## src/rtl/compare_pkg.sv

```systemverilog
// compare_pkg: shared states, one-hot response codes and default width for compare_searcher
package compare_pkg;

    localparam int DEFAULT_WIDTH = 4;

    localparam logic [2:0] RSP_EQ = 3'b100;
    localparam logic [2:0] RSP_GT = 3'b010;
    localparam logic [2:0] RSP_LT = 3'b001;

    typedef enum logic [1:0] {
        IDLE  = 2'd0,
        QUERY = 2'd1,
        STEP  = 2'd2,
        DONE  = 2'd3
    } state_e;

endpackage

```

## src/rtl/compare_searcher.sv

```systemverilog
// compare_searcher: binary-search initiator that recovers a comparator's hidden target
//   clk, rst_n (sync, active low)   start: begin a search from IDLE/DONE
//   query_valid/guess: midpoint query, held until cmp_valid
//   cmp_valid, cmp_eq/gt/lt: one-hot responder answer (target vs guess)
//   busy, done, found, result, queries, error, timeout: registered status
//   Optional SEARCH_TIMEOUT_EN: abort to DONE after TIMEOUT_CYCLES unanswered QUERY cycles
module compare_searcher
    import compare_pkg::*;
#(
    parameter int WIDTH          = DEFAULT_WIDTH,
    parameter int TIMEOUT_CYCLES = 8
) (
    input  logic             clk,
    input  logic             rst_n,
    input  logic             start,
    output logic             query_valid,
    output logic [WIDTH-1:0] guess,
    input  logic             cmp_valid,
    input  logic             cmp_eq,
    input  logic             cmp_gt,
    input  logic             cmp_lt,
    output logic             busy,
    output logic             done,
    output logic             found,
    output logic [WIDTH-1:0] result,
    output logic [2:0]       queries,
    output logic             error,
    output logic             timeout
);

    localparam logic [WIDTH:0] MAX = {1'b0, {WIDTH{1'b1}}};

    state_e           state_q, state_d;
    logic [WIDTH:0]   lo_q, lo_d, hi_q, hi_d, mid;
    logic [WIDTH-1:0] result_q, result_d;
    logic [2:0]       queries_q, queries_d, rsp;
    logic             found_q, found_d, error_q, error_d, timeout_q, timeout_d;
    logic             accept, empty, expire;

    assign mid    = lo_q + ((hi_q - lo_q) >> 1);
    assign rsp    = {cmp_eq, cmp_gt, cmp_lt};
    assign accept = state_q == QUERY && cmp_valid;
    // Range collapses when the only remaining candidate is ruled out: gt at hi or lt at lo.
    assign empty  = (rsp == RSP_GT && mid == hi_q) || (rsp == RSP_LT && mid == lo_q);

`ifdef SEARCH_TIMEOUT_EN
    localparam int TW = $clog2(TIMEOUT_CYCLES + 1);
    logic [TW-1:0] wait_q, wait_d;
    assign wait_d = (state_q == QUERY && !cmp_valid) ? wait_q + 1'b1 : '0;
    assign expire = state_q == QUERY && !cmp_valid && wait_q == TW'(TIMEOUT_CYCLES - 1);
    always_ff @(posedge clk) begin
        if (!rst_n) wait_q <= '0;
        else        wait_q <= wait_d;
    end
`else
    assign expire = 1'b0;
`endif

    always_comb begin
        state_d   = state_q;
        lo_d      = lo_q;
        hi_d      = hi_q;
        result_d  = result_q;
        queries_d = queries_q;
        found_d   = found_q;
        error_d   = error_q;
        timeout_d = timeout_q;
        case (state_q)
            IDLE, DONE: if (start) begin
                state_d   = QUERY;
                lo_d      = '0;
                hi_d      = MAX;
                result_d  = '0;
                queries_d = '0;
                found_d   = 1'b0;
                error_d   = 1'b0;
                timeout_d = 1'b0;
            end
            QUERY: if (accept) begin
                queries_d = queries_q + {2'b00, queries_q != 3'd7};
                if (rsp == RSP_EQ) begin
                    result_d = mid[WIDTH-1:0];
                    found_d  = 1'b1;
                    state_d  = DONE;
                end else if (rsp == RSP_GT || rsp == RSP_LT) begin
                    lo_d    = rsp == RSP_GT ? mid + 1'b1 : lo_q;
                    hi_d    = rsp == RSP_LT ? mid - 1'b1 : hi_q;
                    state_d = empty ? DONE : STEP;
                end else begin
                    error_d = 1'b1;
                    state_d = DONE;
                end
            end else if (expire) begin
                timeout_d = 1'b1;
                state_d   = DONE;
            end
            STEP: state_d = QUERY;
            default: state_d = IDLE;
        endcase
    end

    always_ff @(posedge clk) begin
        if (!rst_n) begin
            state_q   <= IDLE;
            lo_q      <= '0;
            hi_q      <= MAX;
            result_q  <= '0;
            queries_q <= '0;
            found_q   <= 1'b0;
            error_q   <= 1'b0;
            timeout_q <= 1'b0;
        end else begin
            state_q   <= state_d;
            lo_q      <= lo_d;
            hi_q      <= hi_d;
            result_q  <= result_d;
            queries_q <= queries_d;
            found_q   <= found_d;
            error_q   <= error_d;
            timeout_q <= timeout_d;
        end
    end

    assign query_valid = state_q == QUERY;
    assign guess       = query_valid ? mid[WIDTH-1:0] : '0;
    assign busy        = state_q == QUERY || state_q == STEP;
    assign done        = state_q == DONE;
    assign found       = found_q;
    assign result      = result_q;
    assign queries     = queries_q;
    assign error       = error_q;
    assign timeout     = timeout_q;

endmodule

```

## config.mk

```make
export PLATFORM = sky130hd
export DESIGN_NAME = compare_searcher
export DESIGN_NICKNAME = d
export VERILOG_FILES = /design/src/rtl/compare_pkg.sv /design/src/rtl/compare_searcher.sv
export SDC_FILE = /design/constraint.sdc
export NUM_CORES = 1
export LEC_CHECK = 0
export ABC_AREA = 1
export CAP_MARGIN = 20
export CELL_PAD_IN_SITES_DETAIL_PLACEMENT = 0
export CELL_PAD_IN_SITES_GLOBAL_PLACEMENT = 1
export CORE_MARGIN = 2
export CORE_UTILIZATION = 38
export DETAILED_ROUTE_END_ITERATION = 12
export PLACE_DENSITY_LB_ADDON = 0.12
export SYNTH_ARGS = -nofsm -noshare
export SYNTH_HDL_FRONTEND = slang
export SYNTH_SLANG_ARGS = --single-unit
export TNS_END_PERCENT = 1
```

## constraint.sdc

```tcl
create_clock -name clk -period 3.7 [get_ports clk]
set_input_delay 1.11 -clock clk [delete_from_list [all_inputs] [get_ports clk]]
set_output_delay 1.11 -clock clk [all_outputs]
set_load 0.01 [all_outputs]
```

==> run_results.csv, run 1 <==
group,metric,value,unit
grt,grt_pass1_vias,1481,
power,p_switching,0.647,mW
timing,fin_crit,3.54,ns
clock_network,cts_htree_levels,1,
run_status,status,"completed",
clock_network,cts_root_buf,"clkbuf_8",
timing,slew_headroom,62.7,%
synthesis,syn-num-nets,272,
power,irDropWorstVdd,0.254,mV
synthesis,yosysTopAreaCell,"dfxtp_1",
grt,track_usage,18.1,%
timing,setup_viol,0,
synthesis,synth_area_per_cell,6.50,um^2
detailed_routing,first_iter_violations,77,
setup_path,path_class,"reg -> out",
detailed_routing,drc,0,
die,core_area,4060,um^2
timing,worstMarginPinSlew,0.558,ns
timing,tns,0,ns
detailed_routing,routed-via-count,1591,
die,initial_core_util,40.0,%
grt,grt_pass1_wl,7020,um
clock_network,clockBufferDepth,2,
detailed_routing,drtPass1Iterations,4,
power,switching_share,48.1,%
grt,globalRouteOverflowTotal,0,
synthesis,ys_seq_elements,21,
synthesis,ys_types,31,
place,placement.cell_area,1960,um^2
finish,fin_area,2040,um^2
finish,final_core_util,50.3,%
finish,fin_nets,307,
detailed_routing,wl_per_cell,12.6,um
detailed_routing,wirelength,4220,um
grt,grt_max_degree,16,
power,seqPwrFrac,21.7,%
synthesis,synth-seq-area-share,25.9,%
die,top_level_ports,24,
timing,finalHoldViolations,0,
finish,final_cell_mix,"nand2_1 (79), inv_1 (36), nor2_1 (24)",
finish,area.growth.synth_to_final,25.6,%
setup_path,critPathRequiredTime,2.59,ns
clock_network,cts.sinks,21,
die,die_h,69.4,um
power,internal_power,0.699,mW
synthesis,yosys-top-cells-area,"dfxtp_1 (26%), nand2_1 (18%), ha_1 (10%), inv_1 (8.3%), nand3_1 (7.1%)",
finish,drive_above_1_share,11.6,%
place,place_congestion,0.876,
timing,finClkSkew,0.00380,ns
setup_path,rr_worst_depth,13,
clock_network,clk_latency,0.27,ns
power,p_per_area,660,nW/um^2
grt,antenna_found_initial,0,
power,clkPwrFrac,12.2,%
clock_network,cts_buffers,3,
clock_network,cts_tree,"built",
die,rows,23,
detailed_routing,ant_nets,0,
die,die_area,4810,um^2
power,cellLeakagePower,0.967,nW
timing,slew_viol_final,0,
synthesis,syn_area,1620,um^2
setup_path,cp.arrival,2.43,ns
worst_hold_path,holdCritPathClass,"reg -> reg",
synthesis,syn_inst,250,
worst_hold_path,whs_path_depth,2,
die,die_w,69.4,um
place,dp.final_hpwl,3300,um
timing,post-route-period-util,95.6,%
setup_path,start_kind,"flop",
clock_network,hold_buffers,0,
power,pwr-share-comb,66.1,%
timing,rsz0062_at_grt,"false",
flow_run,cap_violations,0,
synthesis,yosys_warnings,0,
timing,max_freq,283,MHz
setup_path,end_kind,"output pin",
finish,final_common_cell,"nand2_1",
synthesis,synth.top_cell.area_share,25.9,%
finish,n_antenna_cell,0,
clock_network,path_clk_slew,0.09,ns
detailed_routing,viasPerCell,4.76,
place,port_buffers,22,
setup_path,crit_fanout,3,
repair_timing:
item | in CTS | in global routing
pin swaps | 1 | 2
setup endpoints to repair | 3 | 1
endpoints found under the hold margin | 0 | 0
buffers inserted | 1 | 1
gates resized for setup | 8 | 3
registers in the layout, indices dropped and copies added, names as in the netlist:
| name | count |
|---|---|
| error | 1 |
| state_q | 2 |
| found | 1 |
| result | 4 |
| queries | 3 |
| lo_q | 5 |
| hi_q | 5 |
per-layer routing:
metal | share of wire [%] | GRT usage, % | vias to the layer above
li1 | - | - | 855
met1 | 53 | 26.8 | 710
met2 | 43 | 28.0 | 22
met3 | 2.9 | 2.62 | 4
met4 | 0.81 | 3.27 | 0
met5 | 0 | 0 | -
worst max-delay path, stage by stage, from the launching register on:
cell and delay [ns]:
dfxtp_1 0.33, inv_1 0.09, fa_1 0.46, xor2_1 0.30
fa_2 0.52, nand2_1 0.13, inv_1 0.05, dlygate4sd2_1 0.27
metrics by stage:
step           worst slack, ns  hold slack, ns  power, mW  cells
2_1_floorplan            0.559           0.458      0.857    250
3_3_place_gp             0.106           0.457       1.14    328
6_report                 0.161           0.471       1.35    334
3_5_place_dp            0.0879           0.459       1.14    328
4_1_cts                 0.0661           0.479       1.33    333
5_1_grt                 0.0760           0.507       1.46    334
cells in the mapped netlist:
master,count
nand2_1,79
inv_1,36
nor2_1,24
nand3_1,23
dfxtp_1,21
a21oi_1,18
ha_1,13
o21ai_0,5
xor2_1,4
xnor2_1,3
fa_1,2
nand2_2,2
o211ai_1,2
a211oi_2,1
a21oi_4,1
a31oi_1,1
buf_2,1
buf_4,1
clkbuf_1,1
conb_1,1
inv_2,1
nand3_2,1
nand3_4,1
nand3b_1,1
nand4_1,1
nor2_2,1
nor2_4,1
nor2_8,1
nor3_2,1
o21ai_1,1
o31ai_1,1
final timing paths:
| path | startpoint | to | slack, ns |
|---|---|---|---|
| worst max-delay path | lo_q[1] | guess[1] | 0.16 |
| worst min-delay path | result[3] | result[3] | 0.47 |
| worst max register to register | lo_q[1] | hi_q[4] | 0.88 |
| worst min register to register | result[3] | result[3] | 0.47 |
power groups by stage:
stage          registers [mW]  clock network [mW]  logic (mW)
2_1_floorplan           0.300                   0       0.556
3_3_place_gp            0.296                   0       0.849
3_5_place_dp            0.295                   0       0.842
4_1_cts                 0.292               0.170       0.869
5_1_grt                 0.298               0.177       0.990
6_report                0.292               0.165       0.890
logic make-up (layout without fill, tap and decap cells):
family,count (synthesis),in the layout,synth area share [%]
simple gates,136,136,37.1
buf+inv,40,74,9.55
compound gates,30,30,10.9
flops,21,21,25.9
fa+ha+maj,15,15,12.5
xor+xnor,7,7,3.78
other cells,1,1,0.231
cell type report:
type / count / area (um^2)
Multi-Input combinational cell: 189 / 1070
Timing Repair Buffer: 33 / 295
Tap cell: 50 / 62.6
Clock inverter: 1 / 7.51
Inverter: 37 / 139
Fill cell: 437 / 2020
Clock buffer: 3 / 41.3
Sequential cell: 21 / 422
(Power assumes the default switching activity.)
==> inputs of run 2 (changes only) <==
- CTS_CLUSTER_DIAMETER: default -> 120
==> results of run 2 <==
Final layout, timing and power as in run 1 (identical DEF).
==> inputs of run 3 (changes only) <==
- CORE_MARGIN: 2 -> default
==> run_results.csv, run 3 (synthesis results as in run 1) <==
group,metric,value,unit
timing,rsz0062_at_grt,"true",
setup_path,rr_endpoint,"hi_q[4]",
setup_path,crit_fanout,5,
timing,max_freq,276,MHz
die,top_level_ports,24,
finish,final_common_cell,"nand2_1",
setup_path,cp.arrival,2.51,ns
finish,drive_above_1_share,10.2,%
place,port_buffers,22,
worst_hold_path,holdCritStartpoint,"result[3]",
timing,post-route-period-util,97.8,%
finish,seqCellArea,424,um^2
timing,worstMarginPinSlew,0.560,ns
timing,setup_viol,0,
worst_hold_path,whs_path_depth,2,
place,place_congestion,0.832,
setup_path,crit_path_max_incr_delay,0.37,ns
die,die_area,4540,um^2
clock_network,clockBufferDepth,2,
finish,final_cells,333,
die,initial_core_util,40.0,%
flow_run,cap_violations,0,
finish,final_cell_mix,"nand2_1 (79), inv_1 (36), nor2_1 (24)",
detailed_routing,drtPass1Iterations,4,
detailed_routing,wirelength,4300,um
die,die_h,67.4,um
place,dp.final_hpwl,3320,um
finish,fillCellCount,418,
clock_network,cts_tree,"built",
detailed_routing,drc,0,
run_status,status,"completed",
setup_path,cp_top_family,"adder cells",
timing,finClkSkew,0.00378,ns
setup_path,r2r_setup_slack,0.90,ns
place,dp_cells,327,
grt,top_usage_layer,"met1",
finish,fin_nets,306,
setup_path,rr_worst_depth,14,
setup_path,critPathSlowestCell,"dfxtp_2",
timing,fin_crit,3.62,ns
detailed_routing,routed-via-count,1583,
setup_path,path_class,"reg -> out",
setup_path,worstReg2RegStart,"hi_q[0]",
clock_network,path_clk_slew,0.09,ns
setup_path,end_kind,"output pin",
setup_path,path_buf_inv,2,
finish,multi_input_area,1050,um^2
setup_path,critPathRequiredTime,2.59,ns
grt,grt_pass1_vias,1467,
power,irDropWorstVdd,0.328,mV
detailed_routing,first_iter_violations,129,
grt,track_usage,21.6,%
clock_network,cts.sinks,21,
detailed_routing,viasPerCell,4.75,
worst_hold_path,holdCritPathClass,"reg -> reg",
clock_network,cts_root_buf,"clkbuf_8",
grt,grt_pass1_wl,7200,um
die,die_w,67.4,um
grt,use_met3,2.87,%
clock_network,clk_latency,0.27,ns
clock_network,hold_buffers,0,
detailed_routing,wl_per_cell,12.9,um
clock_network,cts_htree_levels,1,
detailed_routing,ant_nets,0,
grt,grtUsageMet1,32.1,%
grt,use_met2,31.5,%
timing,slew_viol_final,0,
power,cellLeakagePower,0.976,nW
timing,slew_headroom,62.6,%
die,rows,23,
finish,final_core_util,49.8,%
worst_hold_path,hold_path_end,"result[3]",
timing,finalHoldViolations,0,
grt,antenna_found_initial,0,
die,core_area,4060,um^2
power,p_per_area,655,nW/um^2
grt,grt_max_degree,16,
setup_path,start_kind,"flop",
grt,globalRouteOverflowTotal,0,
finish,n_antenna_cell,0,
clock_network,cts_buffers,3,
finish,area.growth.synth_to_final,24.5,%
setup_path,cp_cell_sequence,"inv_1 -> ha_1 -> a21oi_1 -> nand2_1 -> xor2_1 -> ha_1 -> nand3_1 -> nand3_1 -> nand2_1 -> nor2_1 -> dlygate4sd2_1",
[run 3: worst max path at each step]
stage | cells after the start | start | to
after floorplan | 10 | lo_q[1] | guess[3]
after global placement | 11 | lo_q[2] | guess[3]
after detailed placement | 11 | lo_q[2] | guess[3]
after CTS | 8 | hi_q[0] | guess[1]
after global routing | 11 | lo_q[2] | guess[3]
final | 11 | lo_q[2] | guess[3]
[run 3: final cells by class]
| type | instances | share of cell area [%] |
|---|---|---|
| flip-flops and latches | 21 | 21.0 |
| inverters | 37 | 6.87 |
| multi-input cells | 189 | 52.0 |
| well taps | 50 | 3.09 |
| clock inverters | 1 | 0.371 |
| repair buffers | 32 | 14.7 |
| clock buffers | 3 | 2.04 |
[run 3: layer usage]
| metal | up-vias | share of wire [%] |
|---|---|---|
| met3 | 5 | 3.9 |
| met1 | 696 | 53 |
| met5 | - | 0 |
| met2 | 28 | 42 |
| li1 | 854 | - |
| met4 | 0 | 1.2 |
[run 3: power breakdown]
part           internal [mW]  leakage (nW)  switching (mW)  total [mW]
logic                  0.347         0.781           0.516       0.864
clock network         0.0764        0.0217          0.0909       0.167
registers              0.264         0.172          0.0293       0.293
[run 3: metrics by stage]
stage	total power [mW]	setup WS, ns	TNS [ns]	cell area [um^2]	hold slack, ns
finish	1.32	0.0805	0	2020	0.468
global route	1.45	-0.125	-0.222	2020	0.492
CTS	1.32	-0.100	-0.100	2010	0.476
detailed placement	1.13	0.0701	0	1950	0.457
global placement	1.14	0.105	0	1950	0.458
floorplan	0.857	0.559	0	1620	0.458
[run 3: timing repair]
| action | CTS | global route |
|---|---|---|
| setup buffers | 2 | 0 |
| endpoints found under the setup margin | 3 | 3 |
| resized for setup | 4 | 4 |
| pin swaps | 2 | 2 |
[run 3: worst min-delay path, stage by stage (launching register included)]
cell and delay [ns]:
dfxtp_1 0.32, nand2_1 0.06, a21oi_1 0.05
